===== src/rtl/jpeg_ff_pkg.sv =====
// Shared constants and types for the JPEG 0xFF byte-stuffing stage.
// Field offsets describe the 91-bit entry written into the output FIFO.
package jpeg_ff_pkg;

    localparam int EOF_BIT = 64;
    localparam int CNT_LSB = 65;
    localparam int W0_MSB  = 63;
    localparam int W1_MSB  = 31;

    localparam logic [7:0] BYTE_FF = 8'hFF;
    localparam logic [7:0] STUFF   = 8'h00;

    typedef enum logic {
        RUN,
        FLUSH
    } state_e;

endpackage


===== src/rtl/jpeg_ff_stuffer_expander.sv =====
// Combinational expansion of up to four bytes, inserting 0x00 after 0xFF.
// Output is left-aligned; unused trailing bytes are zero.
module ff_byte_expander
    import jpeg_ff_pkg::*;
(
    input  logic [31:0] word_i,
    input  logic [2:0]  nvalid_i,
    output logic [63:0] exp_o,
    output logic [3:0]  len_o,
    output logic [2:0]  nff_o
);

    logic [7:0] ob [8];
    logic [3:0] len;
    logic [2:0] nff;

    // Walk the valid bytes in stream order and append each expansion
    always_comb begin
        for (int k = 0; k < 8; k++) ob[k] = STUFF;
        len = '0;
        nff = '0;
        for (int i = 0; i < 4; i++) begin
            if (3'(i) < nvalid_i) begin
                ob[len[2:0]] = word_i[31-8*i -: 8];
                len = len + 4'd1;
                if (word_i[31-8*i -: 8] == BYTE_FF) begin
                    ob[len[2:0]] = STUFF;
                    len = len + 4'd1;
                    nff = nff + 3'd1;
                end
            end
        end
    end

    assign exp_o = {ob[0], ob[1], ob[2], ob[3],
                    ob[4], ob[5], ob[6], ob[7]};
    assign len_o = len;
    assign nff_o = nff;

endmodule


===== src/rtl/jpeg_ff_stuffer.sv =====
// JPEG byte-stuffing stage: expands 0xFF bytes and repacks into 32-bit words.
// Writes one FIFO entry per accepted word, plus a flush entry on eof overflow.
module jpeg_ff_stuffer
    import jpeg_ff_pkg::*;
(
    input  logic        clk,
    input  logic        rst,
    input  logic [31:0] data_in,
    input  logic        data_in_valid,
    input  logic        eof_in,
    input  logic [1:0]  eof_bytes,
    output logic        in_ready,
    output logic [90:0] fifo_wdata,
    output logic        fifo_we,
    output logic        fifo_rollover
);

    state_e      state_q, state_d;
    logic [23:0] hold_q, hold_d;
    logic [1:0]  hcnt_q, hcnt_d;
    logic [90:0] wdata_q, wdata_d;
    logic        we_q, we_d;
    logic        roll_q, roll_d;

    logic [2:0]  nvalid;
    logic [63:0] exp_bytes;
    logic [3:0]  exp_len;
    logic [2:0]  exp_nff;
    logic [1:0]  hgap;
    logic [87:0] stream;
    logic [3:0]  tot;
    logic [31:0] w0, w1;
    logic        two;

    assign nvalid = !eof_in ? 3'd4 :
                    (eof_bytes == 2'd0) ? 3'd4 : {1'b0, eof_bytes};

    ff_byte_expander u_exp (
        .word_i   (data_in),
        .nvalid_i (nvalid),
        .exp_o    (exp_bytes),
        .len_o    (exp_len),
        .nff_o    (exp_nff)
    );

    // Hold bytes first, expansion appended right after them
    assign hgap   = 2'd3 - hcnt_q;
    assign stream = {hold_q, 64'd0}
                  | ({24'd0, exp_bytes} << {hgap, 3'b000});
    assign tot    = {2'b00, hcnt_q} + exp_len;
    assign w0     = stream[87:56];
    assign w1     = stream[55:24];
    assign two    = ({1'b0, hcnt_q} + exp_nff) >= 3'd4;

    assign in_ready      = (state_q == RUN);
    assign fifo_wdata    = wdata_q;
    assign fifo_we       = we_q;
    assign fifo_rollover = roll_q;

    // Next-state: word packing, hold update and RUN/FLUSH sequencing
    always_comb begin
        state_d = state_q;
        hold_d  = hold_q;
        hcnt_d  = hcnt_q;
        wdata_d = wdata_q;
        we_d    = 1'b0;
        roll_d  = 1'b0;
        unique case (state_q)
            RUN: begin
                if (data_in_valid) begin
                    we_d    = 1'b1;
                    wdata_d = '0;
                    wdata_d[W0_MSB -: 32] = w0;
                    if (!eof_in) begin
                        roll_d = two;
                        if (two) wdata_d[W1_MSB -: 32] = w1;
                        hold_d = two ? stream[23:0] : stream[55:32];
                        hcnt_d = tot[1:0];
                    end else if (tot <= 4'd4) begin
                        wdata_d[EOF_BIT]      = 1'b1;
                        wdata_d[CNT_LSB +: 3] = tot[2:0];
                        hold_d = '0;
                        hcnt_d = '0;
                    end else if (tot <= 4'd8) begin
                        roll_d = 1'b1;
                        wdata_d[W1_MSB -: 32] = w1;
                        wdata_d[EOF_BIT]      = 1'b1;
                        wdata_d[CNT_LSB +: 3] = tot[2:0] - 3'd4;
                        hold_d = '0;
                        hcnt_d = '0;
                    end else begin
                        roll_d = 1'b1;
                        wdata_d[W1_MSB -: 32] = w1;
                        hold_d  = stream[23:0];
                        hcnt_d  = tot[1:0];
                        state_d = FLUSH;
                    end
                end
            end
            FLUSH: begin
                we_d    = 1'b1;
                wdata_d = '0;
                wdata_d[W0_MSB -: 32] = {hold_q, STUFF};
                wdata_d[EOF_BIT]      = 1'b1;
                wdata_d[CNT_LSB +: 3] = {1'b0, hcnt_q};
                hold_d  = '0;
                hcnt_d  = '0;
                state_d = RUN;
            end
        endcase
    end

    // State, hold and registered FIFO write port
    always_ff @(posedge clk or posedge rst) begin
        if (rst) begin
            state_q <= RUN;
            hold_q  <= '0;
            hcnt_q  <= '0;
            wdata_q <= '0;
            we_q    <= 1'b0;
            roll_q  <= 1'b0;
        end else begin
            state_q <= state_d;
            hold_q  <= hold_d;
            hcnt_q  <= hcnt_d;
            wdata_q <= wdata_d;
            we_q    <= we_d;
            roll_q  <= roll_d;
        end
    end

endmodule


===== config.mk =====
export PLATFORM = sky130hd
export DESIGN_NAME = jpeg_ff_stuffer
export DESIGN_NICKNAME = d
export VERILOG_FILES = /design/src/rtl/jpeg_ff_pkg.sv /design/src/rtl/jpeg_ff_stuffer_expander.sv /design/src/rtl/jpeg_ff_stuffer.sv
export SDC_FILE = /design/constraint.sdc
export NUM_CORES = 1
export LEC_CHECK = 0
export BUFFER_PORTS_ARGS = -buffer_cell sky130_fd_sc_hd__buf_2
export CAP_MARGIN = 20
export CORE_MARGIN = 1.5
export CORE_UTILIZATION = 40
export CTS_BUF_LIST = sky130_fd_sc_hd__clkbuf_8
export CTS_CLUSTER_DIAMETER = 30
export DETAILED_ROUTE_END_ITERATION = 7
export PLACE_DENSITY_LB_ADDON = 0.08
export SYNTH_ARGS = -nofsm -noshare
export SYNTH_HDL_FRONTEND = slang
export SYNTH_SLANG_ARGS = --single-unit
export TNS_END_PERCENT = 10

===== constraint.sdc =====
create_clock -name clk -period 3.92 [get_ports clk]
set_clock_uncertainty 0.1 [all_clocks]
set_input_delay 0.196 -clock clk [delete_from_list [all_inputs] [get_ports clk]]
set_output_delay 0.196 -clock clk [all_outputs]
set_load 0.02 [all_outputs]

**Word level (Yosys, flattened, before mapping)**

Cells that the tools add are included.

- Add/subtract/negate cells: 13
- Multipliers: 0
- Divide/modulo/power cells: 0
- Magnitude comparators: 19
- Eq/ne operators: 5
- Shift-type cells: 1
- Multiplexer cells: 70
- Bitwise logic cells: 14
- Reduce and logical (&&, ||, !) cells: 7

Operators with widths:

| cell | count |
|---|---|
| 2-to-1 mux 64 bit | 6 |
| bitwise AND 64 bit | 3 |
| bitwise mux 64 bit | 3 |
| inverter 64 bit | 3 |
| one-hot mux 91 bit (2 select lines) | 1 |
| demux 8 bit (select 3 bit) | 6 |
| 2-to-1 mux 24 bit | 5 |
| 2-to-1 mux 32 bit | 3 |
| 2-to-1 mux 91 bit | 1 |
| OR 88 bit | 1 |
| left shift 64 x 5 -> 88 bit | 1 |
| 2-to-1 mux 8 bit | 6 |
| one-hot mux 24 bit (2 select lines) | 1 |
| 2-to-1 mux 4 bit | 10 |
| equality test 8 bit (second input constant) | 4 |
| 2-to-1 mux 3 bit | 9 |
| adder 4 x 1 -> 4 bit (second input constant) | 6 |
| greater-or-equal comparator 4 bit (second input constant) | 6 |
| < comparator 4 x 1 -> 1 bit (second input constant) | 6 |
| inverter 3 -> 4 bit | 6 |
| 2-to-1 mux 16 bit | 1 |
| 2-to-1 mux 1 bit | 10 |
| 2-to-1 mux 2 bit | 5 |
| adder 3 x 1 -> 3 bit (second input constant) | 3 |
| 15 further kinds | 23 |

- Flip-flop bits (word level): 120
- Bits in latches: 0
- Bits in writable memories: 0
- ROM bits: 0
- Memories kept: 0

**Longest topological paths before layout**

- Depth after elaboration: 30
- Gate-level depth with buffers: 26

**Hierarchy**

A second synthesis with hierarchy kept.

- Cells, all modules: 829
- Area, all modules: 7647.3 µm²

By module, submodules not included:

| module | times used | cells each | area an instance (µm²) | sequential area each (µm²) |
|---|---|---|---|---|
| jpeg_ff_stuffer | 1 | 563 | 5848.1 | 2427.3 |
| ff_byte_expander | 1 | 266 | 1799.2 | 0.0 |

**Worst setup path after synthesis**

No wires, ideal clock.

- Path kind: input-to-reg
- Start: input data_in[24]
- End: register wdata_q[16] (netlist: fifo_wdata[16])
- Setup time: 122 ps
- Arrival time: 4896 ps
- Path slack: -1198 ps
- Cell stages on the path: 25
- Path buffers: 5
- Cell sequence: nand4_1 > or2_1 > buf_6 > nor3_4 > nor2_1 > ha_1 > clkbuf_1 > nor2_1 > a221oi_2 > or2_2 > buf_2 > ha_1 > buf_2 > xor2_1 > o21ai_0 > ha_1 > a21oi_1 > nor2b_1 > mux2i_1 > xor2_1 > xnor2_2 > a31o_2 > inv_2 > buf_4 > a32o_1

- Word-level cells in the longest chain between the ends: 27
- Elaborated cells on any way between the ends: 89
- Classes of those cells: add/sub: 11; order compare: 14; eq/ne: 1; shift: 1; mux: 43; bitwise: 13; reduce/logical: 6

Ends and longest elaborated chain:

| item | RTL line | RTL |
|---|---|---|
| start: declaration | jpeg_ff_stuffer.sv:8 | `input logic [31:0] data_in,` |
| equality test 8 bit | jpeg_ff_stuffer_expander.sv:26 | `if (word_i[31-8*i -: 8] == BYTE_FF) begin` |
| 2-to-1 mux 2 bit | jpeg_ff_stuffer_expander.sv:26 |  |
| 2-to-1 mux 4 bit | jpeg_ff_stuffer_expander.sv:23 | `if (3'(i) < nvalid_i) begin` |
| adder 4 x 1 -> 4 bit | jpeg_ff_stuffer_expander.sv:25 | `len = len + 4'd1;` |
| adder 4 x 1 -> 4 bit or inverter 3 -> 4 bit (tied branches) | jpeg_ff_stuffer_expander.sv:28, jpeg_ff_stuffer_expander.sv:27 |  |
| 2-to-1 mux 4 bit (tied with other cells) | jpeg_ff_stuffer_expander.sv:26 |  |
| 2-to-1 mux 4 bit or logical AND 1 bit (tied branches) | jpeg_ff_stuffer_expander.sv:23, jpeg_ff_stuffer_expander.sv:27 |  |
| adder 4 x 1 -> 4 bit or 2-to-1 mux 8 bit (tied branches) | jpeg_ff_stuffer_expander.sv:25, jpeg_ff_stuffer_expander.sv:27 |  |
| [11 not listed] | - |  |
| 2-to-1 mux 64 bit | jpeg_ff_stuffer_expander.sv:26 |  |
| 2-to-1 mux 64 bit | jpeg_ff_stuffer_expander.sv:23 |  |
| left shift 64 x 5 -> 88 bit | jpeg_ff_stuffer.sv:49 | `\| ({24'd0, exp_bytes} << {hgap, 3'b000});` |
| OR 88 bit | jpeg_ff_stuffer.sv:49 |  |
| 2-to-1 mux 32 bit, on equally long branches | jpeg_ff_stuffer.sv:76, jpeg_ff_stuffer.sv:79 |  |
| 2-to-1 mux 32 bit * | jpeg_ff_stuffer.sv:74 | `if (!eof_in) begin` |
| 2-to-1 mux 91 bit * | jpeg_ff_stuffer.sv:70 | `if (data_in_valid) begin` |
| one-hot mux 91 bit (2 select lines) * | jpeg_ff_stuffer.sv:68 | `unique case (state_q)` |
| end signal: assignment | jpeg_ff_stuffer.sv:126 | `wdata_q <= wdata_d;` |
| end: declaration | jpeg_ff_stuffer.sv:21 | `logic [90:0] wdata_q, wdata_d;` |

Mark *: on every way between the ends. The rest lies on a longest branch, timed or not. The select of a mux whose other input is x is not followed.
A chain may end at the register's enable or synchronous reset.

**Final worst setup path**

- Start: input data_in[27]
- End: register hold_q[10]

- Word-level cells in the longest chain between the ends: 28
- Elaborated cells on any way between the ends: 90
- Classes of those cells: add/sub: 11; order compare: 15; eq/ne: 1; shift: 1; mux: 43; bitwise: 13; reduce/logical: 6

Ends and longest elaborated chain:

| item | RTL line | RTL |
|---|---|---|
| equality test 8 bit * | jpeg_ff_stuffer_expander.sv:26 |  |
| 2-to-1 mux 2 bit | jpeg_ff_stuffer_expander.sv:26 |  |
| 2-to-1 mux 4 bit | jpeg_ff_stuffer_expander.sv:23 |  |
| adder 4 x 1 -> 4 bit | jpeg_ff_stuffer_expander.sv:25 |  |
| adder 4 x 1 -> 4 bit or inverter 3 -> 4 bit (tied branches) | jpeg_ff_stuffer_expander.sv:28, jpeg_ff_stuffer_expander.sv:27 |  |
| 2-to-1 mux 4 bit (tied with other cells) | jpeg_ff_stuffer_expander.sv:26 |  |
| 2-to-1 mux 4 bit or logical AND 1 bit (tied branches) | jpeg_ff_stuffer_expander.sv:23, jpeg_ff_stuffer_expander.sv:27 |  |
| adder 4 x 1 -> 4 bit or 2-to-1 mux 8 bit (tied branches) | jpeg_ff_stuffer_expander.sv:25, jpeg_ff_stuffer_expander.sv:27 |  |
| [12 not listed] | - |  |
| 2-to-1 mux 64 bit | jpeg_ff_stuffer_expander.sv:23 |  |
| left shift 64 x 5 -> 88 bit | jpeg_ff_stuffer.sv:49 |  |
| OR 88 bit | jpeg_ff_stuffer.sv:49 |  |
| 2-to-1 mux 24 bit | jpeg_ff_stuffer.sv:84 | `end else if (tot <= 4'd8) begin` |
| 2-to-1 mux 24 bit | jpeg_ff_stuffer.sv:79 | `end else if (tot <= 4'd4) begin` |
| 2-to-1 mux 24 bit * | jpeg_ff_stuffer.sv:74 |  |
| 2-to-1 mux 24 bit * | jpeg_ff_stuffer.sv:70 |  |
| one-hot mux 24 bit (2 select lines) * | jpeg_ff_stuffer.sv:68 |  |
| end signal: assignment | jpeg_ff_stuffer.sv:124 | `hold_q <= hold_d;` |
| end: declaration | jpeg_ff_stuffer.sv:19 | `logic [23:0] hold_q, hold_d;` |

Marked as above.

==> flow_summary.yaml <==
clocking:
  cts.clk_slew.worst_paths_ns: 0.13
  insertion_delay_ns: 0.41
  cts_tree: "done"
  htreeDepth: 3
  cts_buffers: 9
  cts_buffer_depth: 2
  clock_sinks: 97
  cts-root-buf: "clkbuf_8"
synthesis:
  synthCells: 847
  yosys.area.top_type: "dfrtp_1"
  synth_compound_area_share_pct: 30.5
  yosys.area_share.simple_pct: 16.6
  ys_seq_elements: 97
  synth-edff-count: 0
  synth_ff_type: "dfrtp_1"
  ys.warnings.count: 0
  synth_top_area_share_pct: 33.0
  syn_avg_cell_area_um2: 8.69
  synthDistinctLibCells: 92
  synth_area_mm2: 0.00736
  yosys-top-cells-area: "dfrtp_1 33%, nand2_1 6.0%, mux2i_1 5.8%, o21ai_0 3.9%, buf_4 2.7%"
  synth-xor-area-share_pct: 2.92
  synthAdderAreaFrac_pct: 1.97
  synth_top_family_by_area: "compound AO/OA/AOI/OAI gates"
  muxShareOfSynthArea_pct: 7.71
  synth-seq-area-share_pct: 33.0
  async_reset_ff_share_pct: 100
worst_setup_path:
  crit_required_ns: 4.14
  path_class: "input pin to flop"
  endpoint_kind: "flop"
  start_kind: "input pin"
  arrival_ns: 4.13
  worst-path-max-fanout: 8
die:
  die_x_um: 139
  io_pins: 132
  die_y_um: 139
  row_count: 49
  die_area_mm2: 0.0192
  core_area_mm2: 0.0180
  start_util_pct: 40.9
power:
  power.switching_w: 0.00192
  ir_worst_vdd_mv: 0.329
  switching_share_pct: 45.1
  comb_power_share_pct: 52.6
  p_total_w: 0.00426
  p_int_w: 0.00234
  power_density_mw_per_mm2: 426
  p_clk_share_pct: 16.5
  p_seq_share_pct: 30.9
  p_leak_nw: 4.71
final_layout:
  layout-drive-gt1-share_pct: 36.5
  area_delta_synth_final_pct: 35.8
  diodes: 0
  layout_common_cells: "200 x buf_4, 116 x nand2_1, 103 x buf_2, 97 x dfrtp_1, 43 x mux2i_1"
  final_common_cell: "buf_4"
  final_nets: 1172
drt:
  wire_per_inst_um: 23.1
  drtAntennaViolNets: 0
  viasPerCell: 6.17
  drt-total-wl_um: 31400
  firstDrtPassIters: 6
  drt_iter0_drc: 748
  num_vias: 8372
  route.detailed.drc: 0
min_path:
  min_path_type: "input pin to flop"
global_routing:
  grt_usage_pct: 32.1
  antenna_found_initial: 0
  first_global_vias: 8098
  grt_first_pass_wirelength_um: 47600
  grt_max_degree: 68
  overflow: 0
sta:
  setup_viol: 0
  post-route-period-util_pct: 99.9
  slew-limit-headroom_pct: 36.6
  rsz0062_at_grt: "yes"
  fmaxAchievable_mhz: 255
  drv_slew: 0
  hold_viol: 0
  tns_ns: 0
  tightest_slew_ns: 0.944
  hold-worst-slack_ns: 0.188
  period_minus_slack_ns: 3.92
flow_run:
  drv_cap: 0
status:
  outcome: "completed"
placed_design:
  dp_hpwl_um: 24600
  gp_congestion: 1.03
  port_buffers: 108
## sequential cells by signal, indices dropped and copies added, names as in the netlist
signal / flops
fifo_rollover: 1
fifo_we: 1
hcnt_q: 2
hold_q: 24
state_q: 1
fifo_wdata: 68
## critical path, cell delays in order
cell	delay, ns
buf_2	0.09
nand4_1	0.13
or2_4	0.29
buf_8	0.15
nor3_4	0.17
nor2_4	0.06
ha_4	0.29
nor2_4	0.04
a221oi_2	0.26
or2_4	0.21
ha_4	0.20
xor2_1	0.14
o21ai_1	0.17
ha_1	0.27
a21oi_2	0.15
nor2b_1	0.07
mux2i_1	0.20
xor2_1	0.25
xnor2_2	0.15
o21a_4	0.31
o41ai_1	0.33
## cell type report
class	count	area [um2]
Inverter	36	145
Multi-Input combinational cell	663	4710
Clock inverter	7	88.8
Timing Repair Buffer	316	2210
Sequential cell	97	2430
Fill cell	1717	8030
Tap cell	229	287
Clock buffer	9	124
## power by group through the flow
stage	clock network, W	registers (W)	logic (W)
floorplan	0	0.00151	0.00103
global placement	0	0.00132	0.00210
detailed placement	0	0.00134	0.00213
CTS	0.000716	0.00132	0.00217
global route	0.000755	0.00134	0.00239
finish	0.000703	0.00132	0.00224
## cell families (layout without fill, tap and decap cells)
kind of cell	count (synthesis)	count (layout)
AOI/OAI and AO/OA	300	300
muxes	55	55
DFF	97	97
and+or+nand+nor	257	257
adders and majority gates	11	11
xor gates and xnor gates	17	17
buffers and inverters	109	368
other	1	23
## worst paths after layout
kind                                       startpoint                    endpoint  slack, ns  cells after the start
hold / removal                          data_in_valid  fifo_wdata[35]$_DFFE_PP0P_       0.19                      2
min in group asynchronous                         rst  fifo_wdata[50]$_DFFE_PP0P_       0.39                      3
max in group asynchronous                         rst           state_q$_DFF_PP0_       2.39                      4
hold reg to reg            fifo_wdata[62]$_DFFE_PP0P_  fifo_wdata[62]$_DFFE_PP0P_       0.39                      2
setup reg to reg                hcnt_q[0]$_DFFE_PP0P_      hold_q[10]$_DFFE_PP0P_       1.33                      9
setup / recovery                          data_in[27]      hold_q[10]$_DFFE_PP0P_      0.004                     21
## cell usage after synthesis (4+ instances only)
library cell and instances:
a211oi_1 6, a21boi_0 6, a21o_1 7, a21oi_1 36, a221oi_1 9, a22o_1 14
a22oi_1 22, a2bb2oi_1 19, a31oi_1 8, a32o_1 15, a32oi_1 8, and2_1 5
and3_1 4, buf_1 6, buf_2 6, buf_4 26, clkbuf_1 31, dfrtp_1 97
ha_1 10, inv_1 30, mux2_2 10, mux2i_1 43, nand2_1 118, nand2b_1 14
nand3_1 14, nand4_1 7, nor2_1 35, nor3_1 26, o2111a_1 5, o21ai_0 57
o21ai_1 5, o221ai_1 11, o22ai_1 9, o2bb2ai_1 5, o31a_1 8, o32a_1 9
o41ai_1 7, or3_1 5, xnor2_1 5, xnor2_2 4, xor2_1 5
## stage by stage
step | util [%] | instance area (um2) | cells | setup WS [ns]
after floorplan | - | 7500 | 869 | -0.721
after global placement | 52.2 | 9420 | 1328 | -0.539
after detailed placement | 52.3 | 9420 | 1329 | -0.686
after CTS | 54.2 | 9770 | 1350 | 0.0123
after global routing | 55.5 | 10000 | 1357 | -0.151
final | 55.5 | 10000 | 1357 | 0.00417
## per-layer routing
layer  GRT usage, %  share of wire, %  vias to the layer above
met5              0                 0                        -
met4           13.3               4.3                        0
met3           4.21               6.3                       85
met2           51.9                46                      410
met1           43.6                43                     4170
li1               -                 -                     3707
## what timing repair did
action,in CTS,in global routing
endpoints found under the hold margin,66,0
pin swaps,13,6
buffers inserted,4,6
setup endpoints to repair,61,65
hold buffers,1,0
resized for setup,27,49
gates cloned,0,1
Power figures use the tool's default switching activity.
